<file path="config.mk">
export PLATFORM = sky130hd
export DESIGN_NAME = cpu_sequencer
export DESIGN_NICKNAME = d
export VERILOG_FILES = /design/src/rtl/cpu_sequencer.sv
export SDC_FILE = /design/constraint.sdc
export NUM_CORES = 1
export LEC_CHECK = 0
export CAP_MARGIN = 0
export CORE_MARGIN = 3
export CORE_UTILIZATION = 25
export CTS_BUF_LIST = sky130_fd_sc_hd__clkbuf_2 sky130_fd_sc_hd__clkbuf_4 sky130_fd_sc_hd__clkbuf_8
export DETAILED_ROUTE_END_ITERATION = 12
export SYNTH_ARGS = -nofsm -noshare
export SYNTH_HDL_FRONTEND = slang
export SYNTH_SLANG_ARGS = --single-unit
</file>
<file path="constraint.sdc">
create_clock -name clk -period 4.2 [get_ports clk]
set_clock_uncertainty 0.2 [all_clocks]
set_input_delay 0.42 -clock clk [delete_from_list [all_inputs] [get_ports clk]]
set_output_delay 0.42 -clock clk [all_outputs]
set_load 0.05 [all_outputs]
</file>
<file path="src/rtl/cpu_sequencer.sv">
// cpu_sequencer: multi-cycle instruction sequencer for a small CPU.
// Walks each instruction through FETCH, DECODE, EXEC or MEM, and WB over a
// single shared memory port, with a timeout that parks the sequencer in FAULT.
//
// Ports:
//   clk, reset_n          - system clock, synchronous active-low reset
//   run                   - enable instruction sequencing
//   opcode, dec_*         - instruction opcode and decoder controls, captured in DECODE
//   mem_ready             - shared memory acknowledge (only looked at in FETCH/MEM)
//   mem_req/mem_we/mem_sel - memory request, write enable, select (0 instr, 1 data)
//   ir_load, rf_we, nz_we, pc_we - single-cycle strobes
//   state, busy, fault, instr_count - status
module cpu_sequencer #(
  parameter int unsigned MEM_TIMEOUT = 16
) (
  input  logic        clk,
  input  logic        reset_n,
  input  logic        run,
  input  logic [4:0]  opcode,
  input  logic        dec_RegWrite,
  input  logic        dec_MemWrite,
  input  logic        dec_mem_sel,
  input  logic        dec_NZ,
  input  logic        dec_pc_enable,
  input  logic        mem_ready,
  output logic        mem_req,
  output logic        mem_we,
  output logic        mem_sel,
  output logic        ir_load,
  output logic        rf_we,
  output logic        nz_we,
  output logic        pc_we,
  output logic [2:0]  state,
  output logic        busy,
  output logic        fault,
  output logic [15:0] instr_count
);

  typedef enum logic [2:0] {
    StIdle   = 3'd0,
    StFetch  = 3'd1,
    StDecode = 3'd2,
    StExec   = 3'd3,
    StMem    = 3'd4,
    StWb     = 3'd5,
    StFault  = 3'd6
  } state_e;

  localparam logic [7:0] WaitLast = 8'(MEM_TIMEOUT - 1);

  state_e      state_q, state_d;
  logic [7:0]  wait_q, wait_d;
  logic [15:0] instr_count_q, instr_count_d;
  logic [4:0]  opcode_q, opcode_d;
  logic        reg_write_q, reg_write_d;
  logic        mem_write_q, mem_write_d;
  logic        mem_sel_q, mem_sel_d;
  logic        nz_q, nz_d;
  logic        pc_enable_q, pc_enable_d;
  logic        timed_out;

  // Last permitted wait cycle with still no acknowledge.
  assign timed_out = (wait_q == WaitLast) && !mem_ready;

  always_comb begin
    state_d       = state_q;
    wait_d        = wait_q;
    instr_count_d = instr_count_q;
    opcode_d      = opcode_q;
    reg_write_d   = reg_write_q;
    mem_write_d   = mem_write_q;
    mem_sel_d     = mem_sel_q;
    nz_d          = nz_q;
    pc_enable_d   = pc_enable_q;
    case (state_q)
      StIdle: begin
        if (run) begin
          state_d = StFetch;
          wait_d  = '0;
        end
      end
      StFetch: begin
        if (mem_ready) begin
          state_d = StDecode;
        end else begin
          wait_d = wait_q + 8'd1;
          if (timed_out) state_d = StFault;
        end
      end
      StDecode: begin
        // Snapshot the decode so later input changes cannot disturb this instruction.
        opcode_d    = opcode;
        reg_write_d = dec_RegWrite;
        mem_write_d = dec_MemWrite;
        mem_sel_d   = dec_mem_sel;
        nz_d        = dec_NZ;
        pc_enable_d = dec_pc_enable;
        if (dec_mem_sel || dec_MemWrite) begin
          state_d = StMem;
          wait_d  = '0;
        end else begin
          state_d = StExec;
        end
      end
      StExec: state_d = StWb;
      StMem: begin
        if (mem_ready) begin
          state_d = StWb;
        end else begin
          wait_d = wait_q + 8'd1;
          if (timed_out) state_d = StFault;
        end
      end
      StWb: begin
        instr_count_d = instr_count_q + 16'd1;
        if (run) begin
          state_d = StFetch;
          wait_d  = '0;
        end else begin
          state_d = StIdle;
        end
      end
      StFault: state_d = StFault;
      default: state_d = StIdle;
    endcase
  end

  always_ff @(posedge clk) begin
    if (!reset_n) begin
      state_q       <= StIdle;
      wait_q        <= '0;
      instr_count_q <= '0;
      opcode_q      <= '0;
      reg_write_q   <= 1'b0;
      mem_write_q   <= 1'b0;
      mem_sel_q     <= 1'b0;
      nz_q          <= 1'b0;
      pc_enable_q   <= 1'b0;
    end else begin
      state_q       <= state_d;
      wait_q        <= wait_d;
      instr_count_q <= instr_count_d;
      opcode_q      <= opcode_d;
      reg_write_q   <= reg_write_d;
      mem_write_q   <= mem_write_d;
      mem_sel_q     <= mem_sel_d;
      nz_q          <= nz_d;
      pc_enable_q   <= pc_enable_d;
    end
  end

  // ir_load follows mem_ready combinationally so the IR captures in the ack cycle.
  always_comb begin
    mem_req = 1'b0;
    mem_we  = 1'b0;
    mem_sel = 1'b0;
    ir_load = 1'b0;
    rf_we   = 1'b0;
    nz_we   = 1'b0;
    pc_we   = 1'b0;
    case (state_q)
      StFetch: begin
        mem_req = 1'b1;
        ir_load = mem_ready;
      end
      StMem: begin
        mem_req = 1'b1;
        mem_sel = 1'b1;
        mem_we  = mem_write_q;
      end
      StWb: begin
        rf_we = reg_write_q;
        nz_we = nz_q;
        pc_we = pc_enable_q;
      end
      default: ;
    endcase
  end

  assign state       = state_q;
  assign busy        = (state_q != StIdle) && (state_q != StFault);
  assign fault       = (state_q == StFault);
  assign instr_count = instr_count_q;

  // Captured opcode and data-select are held for the datapath but not used here.
  logic unused_latched;
  assign unused_latched = ^{opcode_q, mem_sel_q};

endmodule

</file>
[Yosys cells after proc, flatten, opt, wreduce, memory -nomap -nowiden]
Cells that the tools add are included.
Word-level totals
  flip-flop bits (word level): 31
  input port bits: 14
  output and inout bits: 28
  word-level logic and storage cells: 49
Operators by class
  add/subtract/negate cells: 2
  equality and inequality tests: 12
  multiplexer cells: 18
  reduce and logical (&&, ||, !) cells: 10
Operators by type and width (number)
  8-bit 2-to-1 mux: 3
  8-bit case mux with 3 select lines: 1
  3-bit case mux with 7 select lines: 1
  16-bit by 1-bit adder with 16-bit output, second input constant: 1
  3-bit 2-to-1 mux: 5
  3-bit == test, second input constant: 3
  8-bit by 1-bit adder with 8-bit output, second input constant: 1
  8-bit by 4-bit == test with 1-bit output, second input constant: 1
  1-bit 2-to-1 mux: 8
  3-bit by 2-bit == test with 1-bit output, second input constant: 2
  2-bit != test, second input constant: 3
  3-bit nonzero test: 2
  4-bit AND reduction: 1
  2-bit OR reduction: 2
  3-bit by 1-bit == test with 1-bit output, second input constant: 1
  3-bit logical NOT: 1
  3-bit != test, second input constant: 1
  1-bit logical AND: 2
  2-bit by 1-bit != test with 1-bit output, second input constant: 1
  1-bit logical NOT: 1
  1-bit logical OR: 1

[Longest topological paths before layout]
  depth after elaboration: 5
  mapped depth: 6
  mapped depth without buffers: 5

[Least setup slack after synthesis]
OpenSTA, ideal clock, no wires.
  path kind: register to output
  start: register state_q[2] (netlist: state[2])
  end: output mem_we
  arrival: 2.807 ns
  required time: 3.580 ns
  slack: 0.773 ns
  cell stages (with the launch flop): 5
  path buffers: 1
  path through: dfxtp_1 > buf_2 > inv_1 > nor3_1 > and2_1
On the way
  cells in the longest elaborated chain, start to end: 2
Ends and longest elaborated chain
  from (decl): RTL line 51  | state_e state_q, state_d;
  from (signal assigned): RTL line 130  | state_q <= StIdle;
  from (signal assigned): RTL line 140  | state_q <= state_d;
  3-bit == test: RTL line 161  | case (state_q)
  1-bit 2-to-1 mux: RTL line 161
  to (decl): RTL line 27  | output logic mem_we,
Every way passes these cells.

[Final worst setup path]
  start: register state_q[2] (netlist: state[2])
  end: output nz_we
On the way
  cells in the longest elaborated chain, start to end: 2
Ends and longest elaborated chain
  3-bit == test: RTL line 161
  1-bit 2-to-1 mux: RTL line 161
  to (decl): RTL line 31  | output logic nz_we,
Every way passes these cells.

==> impl_metrics.csv <==
group,metric,value,unit
run_status,status,"finished clean",
cts,cts_root_buffer,"clkbuf_8",
cts,numCtsBuffers,5,
setup_path,crit_required,3.58,ns
setup_path,cp-end-kind,"output port",
min_path,hp-start,"instr_count[15]",
cells_and_area,antenna_cells,0,
setup_path,cp_max_fo,15,
pwr,seq_power_share,0.482,
placement,port_buffers,36,
sta,setup_viol,0,
cells_and_area,finalNonFillerCells,298,
routing,wl_per_cell,13.0,um
sta,finalCriticalPeriod,3.06,ns
grt,gr-usage-all-layers,0.109,
setup_path,path_cells,"and3b_1 -> and2_1 -> clkdlybuf4s50_1",
cts,clkLatencyLatePin,0.28,ns
setup_path,crit_type,"reg -> out",
die,row_count,28,
pwr,clockPowerShare,0.378,
synthesis,synthesis.area,1620,um^2
sta,worst_pin_slew,0.798,ns
cts,cts_sinks,31,
routing,vias_per_cell,4.90,
grt,overflow,0,
setup_path,crit_arrival,2.44,ns
cts,clkTransAtPathRegs,0.07,ns
die,fp.coreArea,6100,um^2
pwr,pwr-share-comb,0.140,
routing,routed_wl,3.89,mm
grt,grt_max_degree,25,
setup_path,critPathBufInv,1,
synthesis,yosysSeqAreaShare,0.382,
die,io_pins,42,
synthesis,synth.net_count,206,
cts,cts_hold_buf,0,
placement,dp_hpwl,2.62,mm
pwr,ir_worst_vdd,0.125,mV
sta,hold_viol_final,0,
sta,report.final.slew_viol_count,0,
sta,relSlewSlack,0.468,
setup_path,r2r_start,"state[2]",
pwr,netSwitchingPower,0.173,mW
routing,firstDrtPassIters,4,
pwr,swShare,0.273,
cells_and_area,area_growth,30.2,%
setup_path,cp_top_family,"buffers and inverters",
routing,first_iter_violations,93,
synthesis,synth-seq-cells,31,
grt,antenna_found_initial,0,
cells_and_area,final_common_cell,"clkdlybuf4s50_1",
synthesis,synth_cell_type_count,38,
cells_and_area,drive_gt1_frac,0.0673,
die,die_y,86.6,um
cts,cts_setup_buffers,0,
sta,fin_crit_sh,0.729,
setup_path,cp-start-kind,"flip-flop",
placement,dp.cells,290,
grt,grt_pass1_wl,6.42,mm
setup_path,startpoint,"state[2]",
die,die_w,86.6,um
sta,setup-tns-final,0,ns
synthesis,syn_area_per_cell,8.55,um^2
cells_and_area,final_util,0.347,
cts,cts_resized,0,
synthesis,ys_warn_count,0,
min_path,hp-class,"reg -> reg",
cells_and_area,nets,238,
die,die_area,7500,um^2
sta,rsz0062_at_grt,"false",
setup_path,critPathMaxStageDelay,0.80,ns
cts,htree_levels,2,
sta,holdWs,0.284,ns
die,start_util,0.266,
cells_and_area,final_cell_mix,"36 x clkdlybuf4s50_1, 31 x dfxtp_1, 15 x nand2_1, 14 x nor2_1, 13 x a21oi_1",
grt,grt_pass1_vias,1320,
job,cap_violations,0,
cts,clockBufferDepth,2,
placement,gp_congestion,0.772,
setup_path,slowest_stage,"clkdlybuf4s50_1",
cts,cts_tree,"built",
synthesis,syn_inst,190,
routing,drc_errors,0,
routing,vias,1461,
pwr,leakagePower,0.726,nW
pwr,p_per_area,299,nW/um^2
sta,fmax,327,MHz
pwr,p_int,0.459,mW
routing,ant_nets,0,
-- power by group through the flow --
stage          Sequential [mW]  Combinational (mW)  Clock, mW
2_1_floorplan            0.314              0.0581          0
3_3_place_gp             0.311              0.0880          0
3_5_place_dp             0.311              0.0888          0
4_1_cts                  0.305              0.0892      0.248
5_1_grt                  0.306              0.0961      0.265
6_report                 0.305              0.0885      0.239
-- cell families after synthesis --
kind of cell               count (synthesis)  synth area share
buffers and inverters                     19            0.0532
DFF                                       31             0.382
AOI/OAI and AO/OA                         40             0.159
and+or+nand+nor                           82             0.294
muxes                                      7            0.0431
xor gates and xnor gates                   9            0.0532
adders and majority gates                  2            0.0154
-- path summary, 6_finish.rpt --
path | slack (ns) | endpoint | cells past startpoint
worst min register to register | 0.28 | instr_count[15] | 2
worst max-delay path | 1.14 | nz_we | 3
worst max register to register | 1.99 | instr_count[13] | 4
worst min-delay path | 0.28 | instr_count[15] | 2
-- state kept, by name (all words and copies together), names as in the netlist --
name / cells
pc_enable_q: 1
state: 3
reg_write_q: 1
wait_q: 8
instr_count: 16
nz_q: 1
mem_write_q: 1
-- area by class of cell --
class | count | area (um^2)
Multi-Input combinational cell | 140 | 917
Timing Repair Buffer | 37 | 368
Tap cell | 75 | 93.8
Sequential cell | 31 | 621
Clock inverter | 1 | 5.00
Clock buffer | 7 | 83.8
Inverter | 7 | 26.3
Fill cell | 682 | 3980
-- worst reg2reg max path, stage by stage, from the launching register on --
cell	delay, ns
dfxtp_1	0.68
and3b_1	0.49
nand4_4	0.20
or4_1	0.43
a21oi_1	0.14
-- per-stage QoR --
stage / power [mW] / setup slack [ns] / cell area (um^2)
floorplan: 0.372 / 0.773 / 1620
global placement: 0.399 / 1.25 / 2030
detailed placement: 0.400 / 1.28 / 2030
CTS: 0.641 / 1.12 / 2110
global route: 0.667 / 0.969 / 2110
finish: 0.632 / 1.14 / 2110
-- metal layers --
layer / wire [um] / track usage
met5: 0 / 0
met4: 30 / 0.0382
met3: 187 / 0.0399
met2: 1670 / 0.155
met1: 2000 / 0.151
-- synthesized netlist by cell type --
| cell type | n | share of area |
|---|---|---|
| dfxtp_1 | 31 | 0.38 |
| a311oi_1 | 5 | 0.027 |
| a41oi_1 | 2 | 0.011 |
| clkbuf_1 | 6 | 0.014 |
| o211ai_1 | 1 | 0.0046 |
| nor3_1 | 5 | 0.015 |
| and3b_1 | 1 | 0.0054 |
| nand3_1 | 8 | 0.025 |
| and4b_1 | 1 | 0.0062 |
| nor2_1 | 14 | 0.032 |
| nor4_1 | 4 | 0.015 |
| nor3_4 | 1 | 0.010 |
| and4_1 | 1 | 0.0054 |
| nand3b_1 | 2 | 0.0092 |
| buf_4 | 3 | 0.014 |
| o21ai_0 | 11 | 0.034 |
| nand2b_1 | 3 | 0.012 |
| a21oi_1 | 13 | 0.040 |
| or4_1 | 1 | 0.0046 |
| inv_1 | 7 | 0.016 |
| nand4_1 | 3 | 0.012 |
| mux2i_1 | 7 | 0.043 |
| xnor2_1 | 6 | 0.032 |
| o32ai_2 | 1 | 0.010 |
| nand2_1 | 15 | 0.035 |
| xnor2_2 | 1 | 0.010 |
| and2_1 | 5 | 0.019 |
| a221oi_1 | 1 | 0.0054 |
| o31ai_1 | 1 | 0.0046 |
| buf_2 | 3 | 0.0092 |
| and3_1 | 8 | 0.031 |
| a31oi_1 | 3 | 0.012 |
| o41ai_1 | 1 | 0.0054 |
| o21ba_2 | 1 | 0.0062 |
| xor2_1 | 2 | 0.011 |
| or3_1 | 8 | 0.031 |
| ha_1 | 2 | 0.015 |
| nand4_4 | 2 | 0.026 |
Power figures use the tool's default switching activity.
